$ cat src/rtl/alu_seq_ctrl.sv
// Sequencer that time-multiplexes one external W-bit adder for ADD, SUB and unsigned shift-and-add MUL.
// Latency: accept->result valid in 2 cycles (ADD/SUB), W+1 cycles (MUL), 1 cycle (reserved op).
// Backpressure: accepts only in IDLE; the result is held in DONE until res_ready, and no new request is taken before then.
module alu_seq_ctrl #(
   parameter int W  = 16,
   parameter int CW = 5
) (
   input  logic         clk,
   input  logic         rst_n,
   input  logic         req_valid,
   output logic         req_ready,
   input  logic [1:0]   req_op,
   input  logic [W-1:0] req_a,
   input  logic [W-1:0] req_b,
   output logic [W-1:0] add_a,
   output logic [W-1:0] add_b,
   output logic         add_cin,
   input  logic [W-1:0] add_sum,
   input  logic         add_cout,
   output logic         res_valid,
   input  logic         res_ready,
   output logic [W-1:0] res_lo,
   output logic [W-1:0] res_hi,
   output logic         res_cout,
   output logic         res_ovf,
   output logic         res_err,
   output logic         busy
);

   typedef enum logic [1:0] {IDLE, EXEC, MUL_IT, DONE} state_t;

   localparam logic [1:0] OP_ADD = 2'b00;
   localparam logic [1:0] OP_SUB = 2'b01;
   localparam logic [1:0] OP_MUL = 2'b10;

   state_t          state;
   logic [1:0]      op;
   logic [W-1:0]    a;      // operand A; doubles as the multiplicand during MUL
   logic [W-1:0]    b;      // operand B; doubles as the multiplier/quotient shift register (mq) during MUL
   logic [W-1:0]    acc;
   logic [CW-1:0]   cnt;
   logic            ovf_now;

   // Handshake and status flags decode straight from the state register.
   assign req_ready = (state == IDLE);
   assign res_valid = (state == DONE);
   assign busy      = (state != IDLE);

   // Signed overflow: operands of equal sign producing a sum of the other sign.
   assign ovf_now = (a[W-1] == add_b[W-1]) && (add_sum[W-1] != a[W-1]);

   // Adder operand steering; the adder sees zeros whenever it is not in use.
   always_comb begin
      add_a   = '0;
      add_b   = '0;
      add_cin = 1'b0;
      case (state)
         EXEC: begin
            add_a = a;
            if (op == OP_SUB) begin
               add_b   = ~b;
               add_cin = 1'b1;
            end else begin
               add_b = b;
            end
         end
         MUL_IT: begin
            add_a = acc;
            add_b = b[0] ? a : '0;
         end
         default: ;
      endcase
   end

   // Control FSM, operand capture, multiply datapath and result registers.
   always_ff @(posedge clk or negedge rst_n) begin
      if (!rst_n) begin
         state    <= IDLE;
         op       <= '0;
         a        <= '0;
         b        <= '0;
         acc      <= '0;
         cnt      <= '0;
         res_lo   <= '0;
         res_hi   <= '0;
         res_cout <= 1'b0;
         res_ovf  <= 1'b0;
         res_err  <= 1'b0;
      end else begin
         case (state)
            IDLE: begin
               if (req_valid) begin
                  op  <= req_op;
                  a   <= req_a;
                  b   <= req_b;
                  acc <= '0;
                  cnt <= '0;
                  case (req_op)
                     OP_ADD, OP_SUB: state <= EXEC;
                     OP_MUL:         state <= MUL_IT;
                     default: begin
                        res_lo   <= '0;
                        res_hi   <= '0;
                        res_cout <= 1'b0;
                        res_ovf  <= 1'b0;
                        res_err  <= 1'b1;
                        state    <= DONE;
                     end
                  endcase
               end
            end
            EXEC: begin
               res_lo   <= add_sum;
               res_hi   <= '0;
               res_cout <= add_cout;
               res_ovf  <= ovf_now;
               res_err  <= 1'b0;
               state    <= DONE;
            end
            MUL_IT: begin
               // {acc, mq} shifts right one place per pass with the adder carry entering at the top.
               acc <= {add_cout, add_sum[W-1:1]};
               b   <= {add_sum[0], b[W-1:1]};
               cnt <= cnt + 1'b1;
               if (cnt == CW'(W-1)) begin
                  res_hi   <= {add_cout, add_sum[W-1:1]};
                  res_lo   <= {add_sum[0], b[W-1:1]};
                  res_cout <= 1'b0;
                  res_ovf  <= 1'b0;
                  res_err  <= 1'b0;
                  state    <= DONE;
               end
            end
            DONE: begin
               if (res_ready) state <= IDLE;
            end
            default: state <= IDLE;
         endcase
      end
   end

endmodule

$ cat config.mk
export PLATFORM = sky130hd
export DESIGN_NAME = alu_seq_ctrl
export DESIGN_NICKNAME = d
export VERILOG_FILES = /design/src/rtl/alu_seq_ctrl.sv
export SDC_FILE = /design/constraint.sdc
export NUM_CORES = 1
export LEC_CHECK = 0
export CORE_ASPECT_RATIO = 0.75
export CORE_MARGIN = 5
export CORE_UTILIZATION = 45
export CTS_CLUSTER_SIZE = 16
export DETAILED_ROUTE_END_ITERATION = 16
export PLACE_DENSITY = 0.87
export SLEW_MARGIN = 0
export SYNTH_ARGS = -nofsm -noshare
export SYNTH_HDL_FRONTEND = slang
export SYNTH_SLANG_ARGS = --single-unit
$ cat constraint.sdc
create_clock -name clk -period 1.6 [get_ports clk]
set_input_delay 0.24 -clock clk [delete_from_list [all_inputs] [get_ports clk]]
set_output_delay 0.24 -clock clk [all_outputs]
set_load 0.01 [all_outputs]
==> results.sh <==
export IMPL_io_buffer_count=125
export IMPL_core_area_mm2=0.01090
export IMPL_grt_pass1_vias=5125
export IMPL_h_tree_depth=3
export IMPL_clkLatencyLatePin_ps=370
export IMPL_drv_slew=0
export IMPL_io_pins=126
export IMPL_power_density_mw_per_mm2=2634
export IMPL_grt_pass1_wl_um=29460
export IMPL_violations="negative setup slack"
export IMPL_final_fill_count=634
export IMPL_drive_gt1_share_pct=46.29
export IMPL_crit_fanout=7
export IMPL_critPathLaunchType="flip-flop"
export IMPL_skew_ps=23.45
export IMPL_post_route_period_util_pct=130.1
export IMPL_cts_buffers=9
export IMPL_drc=0
export IMPL_path_buf_inv=4
export IMPL_synthCells=484
export IMPL_num_vias=5247
export IMPL_ys_flop_type="dfrtp_1"
export IMPL_maxCapViolations=0
export IMPL_viasPerCell=6.345
export IMPL_fp_row_count=33
export IMPL_initial_core_util_pct=45.95
export IMPL_dpl_hpwl_um=11120
export IMPL_die_area_mm2=0.01336
export IMPL_track_usage_pct=28.26
export IMPL_drtPass1Iterations=6
export IMPL_crit_required_ps=1360
export IMPL_avgSynthCellArea_um2=10.35
export IMPL_cts_tree="done"
export IMPL_routed_wl_um=21180
export IMPL_ys_ff_latch=92
export IMPL_syn2layout_area_growth_pct=62.65
export IMPL_ys_seq_area_share_pct=45.97
export IMPL_grt_max_degree=93
export IMPL_path_cells="inv_2 -> ha_4 -> buf_12 -> buf_8 -> a22oi_2 -> nor2b_1 -> buf_2"
export IMPL_antenna_found_initial=0
export IMPL_syn_area_mm2=0.005009
export IMPL_critPathTopFamily="buffers and inverters"
export IMPL_setup_violations_final=110
export IMPL_final_antenna_net_count=0
export IMPL_die_w_um=131.8
export IMPL_cts_root_buf="clkbuf_16"
export IMPL_synth_edf_count=0
export IMPL_clockBufferDepth=2
export IMPL_max_stage_delay_ps=430
export IMPL_hold_violations=0
export IMPL_layout_common_cells="dfrtp_1, clkdlybuf4s50_1, nand2_1"
export IMPL_multi_input_area_mm2=0.002878
export IMPL_antenna_cells=0
export IMPL_p_leak_nw=3.486
export IMPL_ys_types=42
export IMPL_crit_arrival_ps=1840
export IMPL_clk_pin_slew_ps=70
export IMPL_critPathKind="flip-flop to output pin"
export IMPL_wl_per_cell_um=25.61
export IMPL_status="finished with violations"
export IMPL_final_common_cell="dfrtp_1"
export IMPL_setup_ws_ps=-481.6
export IMPL_async_flop_share_pct=100.0
export IMPL_yosysWarnings=0
export IMPL_hp_class="flip-flop to flip-flop"
export IMPL_rsz0062_at_grt="yes"
export IMPL_die_h_um=101.4
export IMPL_post_place_ws_ps=-414.5
export IMPL_seq_area_mm2=0.002302
export IMPL_ir_drop_mv=1.299
export IMPL_drtIter0Drc=817
export IMPL_fin_hold_ws_ps=476.7
export IMPL_endpoint_kind="output pin"
export IMPL_synth_nets=545
export IMPL_critPathSlowestCell="dfrtp_1"
export IMPL_worstMarginPinSlew_ps=496.0
export IMPL_min_period_ps=2082
export IMPL_gp_congestion=0.8755
export IMPL_overflow=0
export IMPL_max_freq_mhz=480.4
export IMPL_finalNetCount=743
export IMPL_clock_sinks=92
export IMPL_max_slew_margin_pct=66.94
where the power goes:
part | internal, mW | switching [mW] | total [mW]
registers | 3.35 | 0.990 | 4.34
logic | 7.71 | 7.17 | 14.9
clock network | 1.22 | 1.01 | 2.24
total | 12.3 | 9.17 | 21.5
synthesized netlist by cell type (2+ instances only):
master	number	area, um2
and2_1	2	12.51
o22ai_1	24	150.1
a22o_1	31	271.5
nor2b_1	32	200.2
nor2_1	3	11.26
nand2_1	79	296.5
ha_1	6	75.07
nand2b_4	2	27.53
inv_1	8	30.03
buf_6	9	101.4
and3_1	2	12.51
buf_2	19	95.09
xnor2_1	16	140.1
mux2_2	30	337.8
a22oi_1	32	240.2
dfrtp_1	92	2302
buf_1	2	7.510
o21ai_0	11	55.05
nor3_1	2	10.01
mux2i_1	4	40.04
clkbuf_1	12	45.04
a21oi_1	14	70.07
o21ai_2	33	289.0
layout make-up:
class,count,area share [%]
repair buffers,231,30.06
flip-flops and latches,92,28.26
multi-input cells,339,35.32
well taps,140,2.150
clock buffers,11,2.857
clock inverters,5,0.7526
inverters,9,0.5990
final timing paths:
path	from	to	slack (ps)	depth (start not counted)
max	state[1]	add_b[4]	-480	7
min	res_hi[0]	res_hi[0]	480	2
max reg2reg	state[0]	b[1]	-400	9
min reg2reg	res_hi[0]	res_hi[0]	480	2
max in group asynchronous	rst_n	op[0]	740	3
min in group asynchronous	rst_n	acc[4]	490	3
timing repair:
item / CTS / global route
pin swaps: 27 / 18
hold buffers: 1 / 0
endpoints found under the setup margin: 109 / 110
buffers inserted: 22 / 10
hold endpoints to repair: 92 / 0
resized for setup: 232 / 53
cloned: 7 / 3
metal layers:
metal  global-route usage, %  part of all wire (%)  vias to the layer above
li1                        -                     -                     2140
met3                   7.845                    11                      139
met1                   34.81                    36                     2490
met5                       0                     0                        -
met2                   48.09                    48                      478
met4                   10.59                   6.0                        0
state kept, by name (all words and copies together), names as in the netlist:
| name | count |
|---|---|
| cnt | 5 |
| res_lo | 16 |
| res_cout | 1 |
| b | 16 |
| res_err | 1 |
| res_hi | 16 |
| a | 16 |
| state | 2 |
| op | 2 |
| acc | 16 |
| res_ovf | 1 |
kinds of logic (layout without fill, tap and decap cells):
kind of cell / after synthesis / in the layout / synth area share (%)
AO/OA/AOI/OAI: 157 / 157 / 23.81
XOR/XNOR: 16 / 16 / 2.798
buffers and inverters: 53 / 256 / 6.345
adder cells (fa/ha/maj): 6 / 6 / 1.499
AND/OR/NAND/NOR: 126 / 126 / 12.04
flip-flops: 92 / 92 / 45.97
multiplexers: 34 / 34 / 7.544
through the flow:
step,util [%],total power [mW],instance area (um2),setup TNS [ps],cells
global route,74.74,22.17,8147,-37930,827
floorplan,-,10.33,5106,-310.3,484
global placement,63.23,14.27,6893,-23790,771
finish,74.74,21.45,8147,-33180,827
detailed placement,63.23,14.66,6893,-29460,771
CTS,71.35,19.01,7777,-29910,816
tightest hold or removal path, cell delays in order, from the launching register on:
cell     delay (ps)
dfrtp_1         340
nand2_1          60
o21ai_2          50
Note: power is estimated with default switching activity, not from simulation.
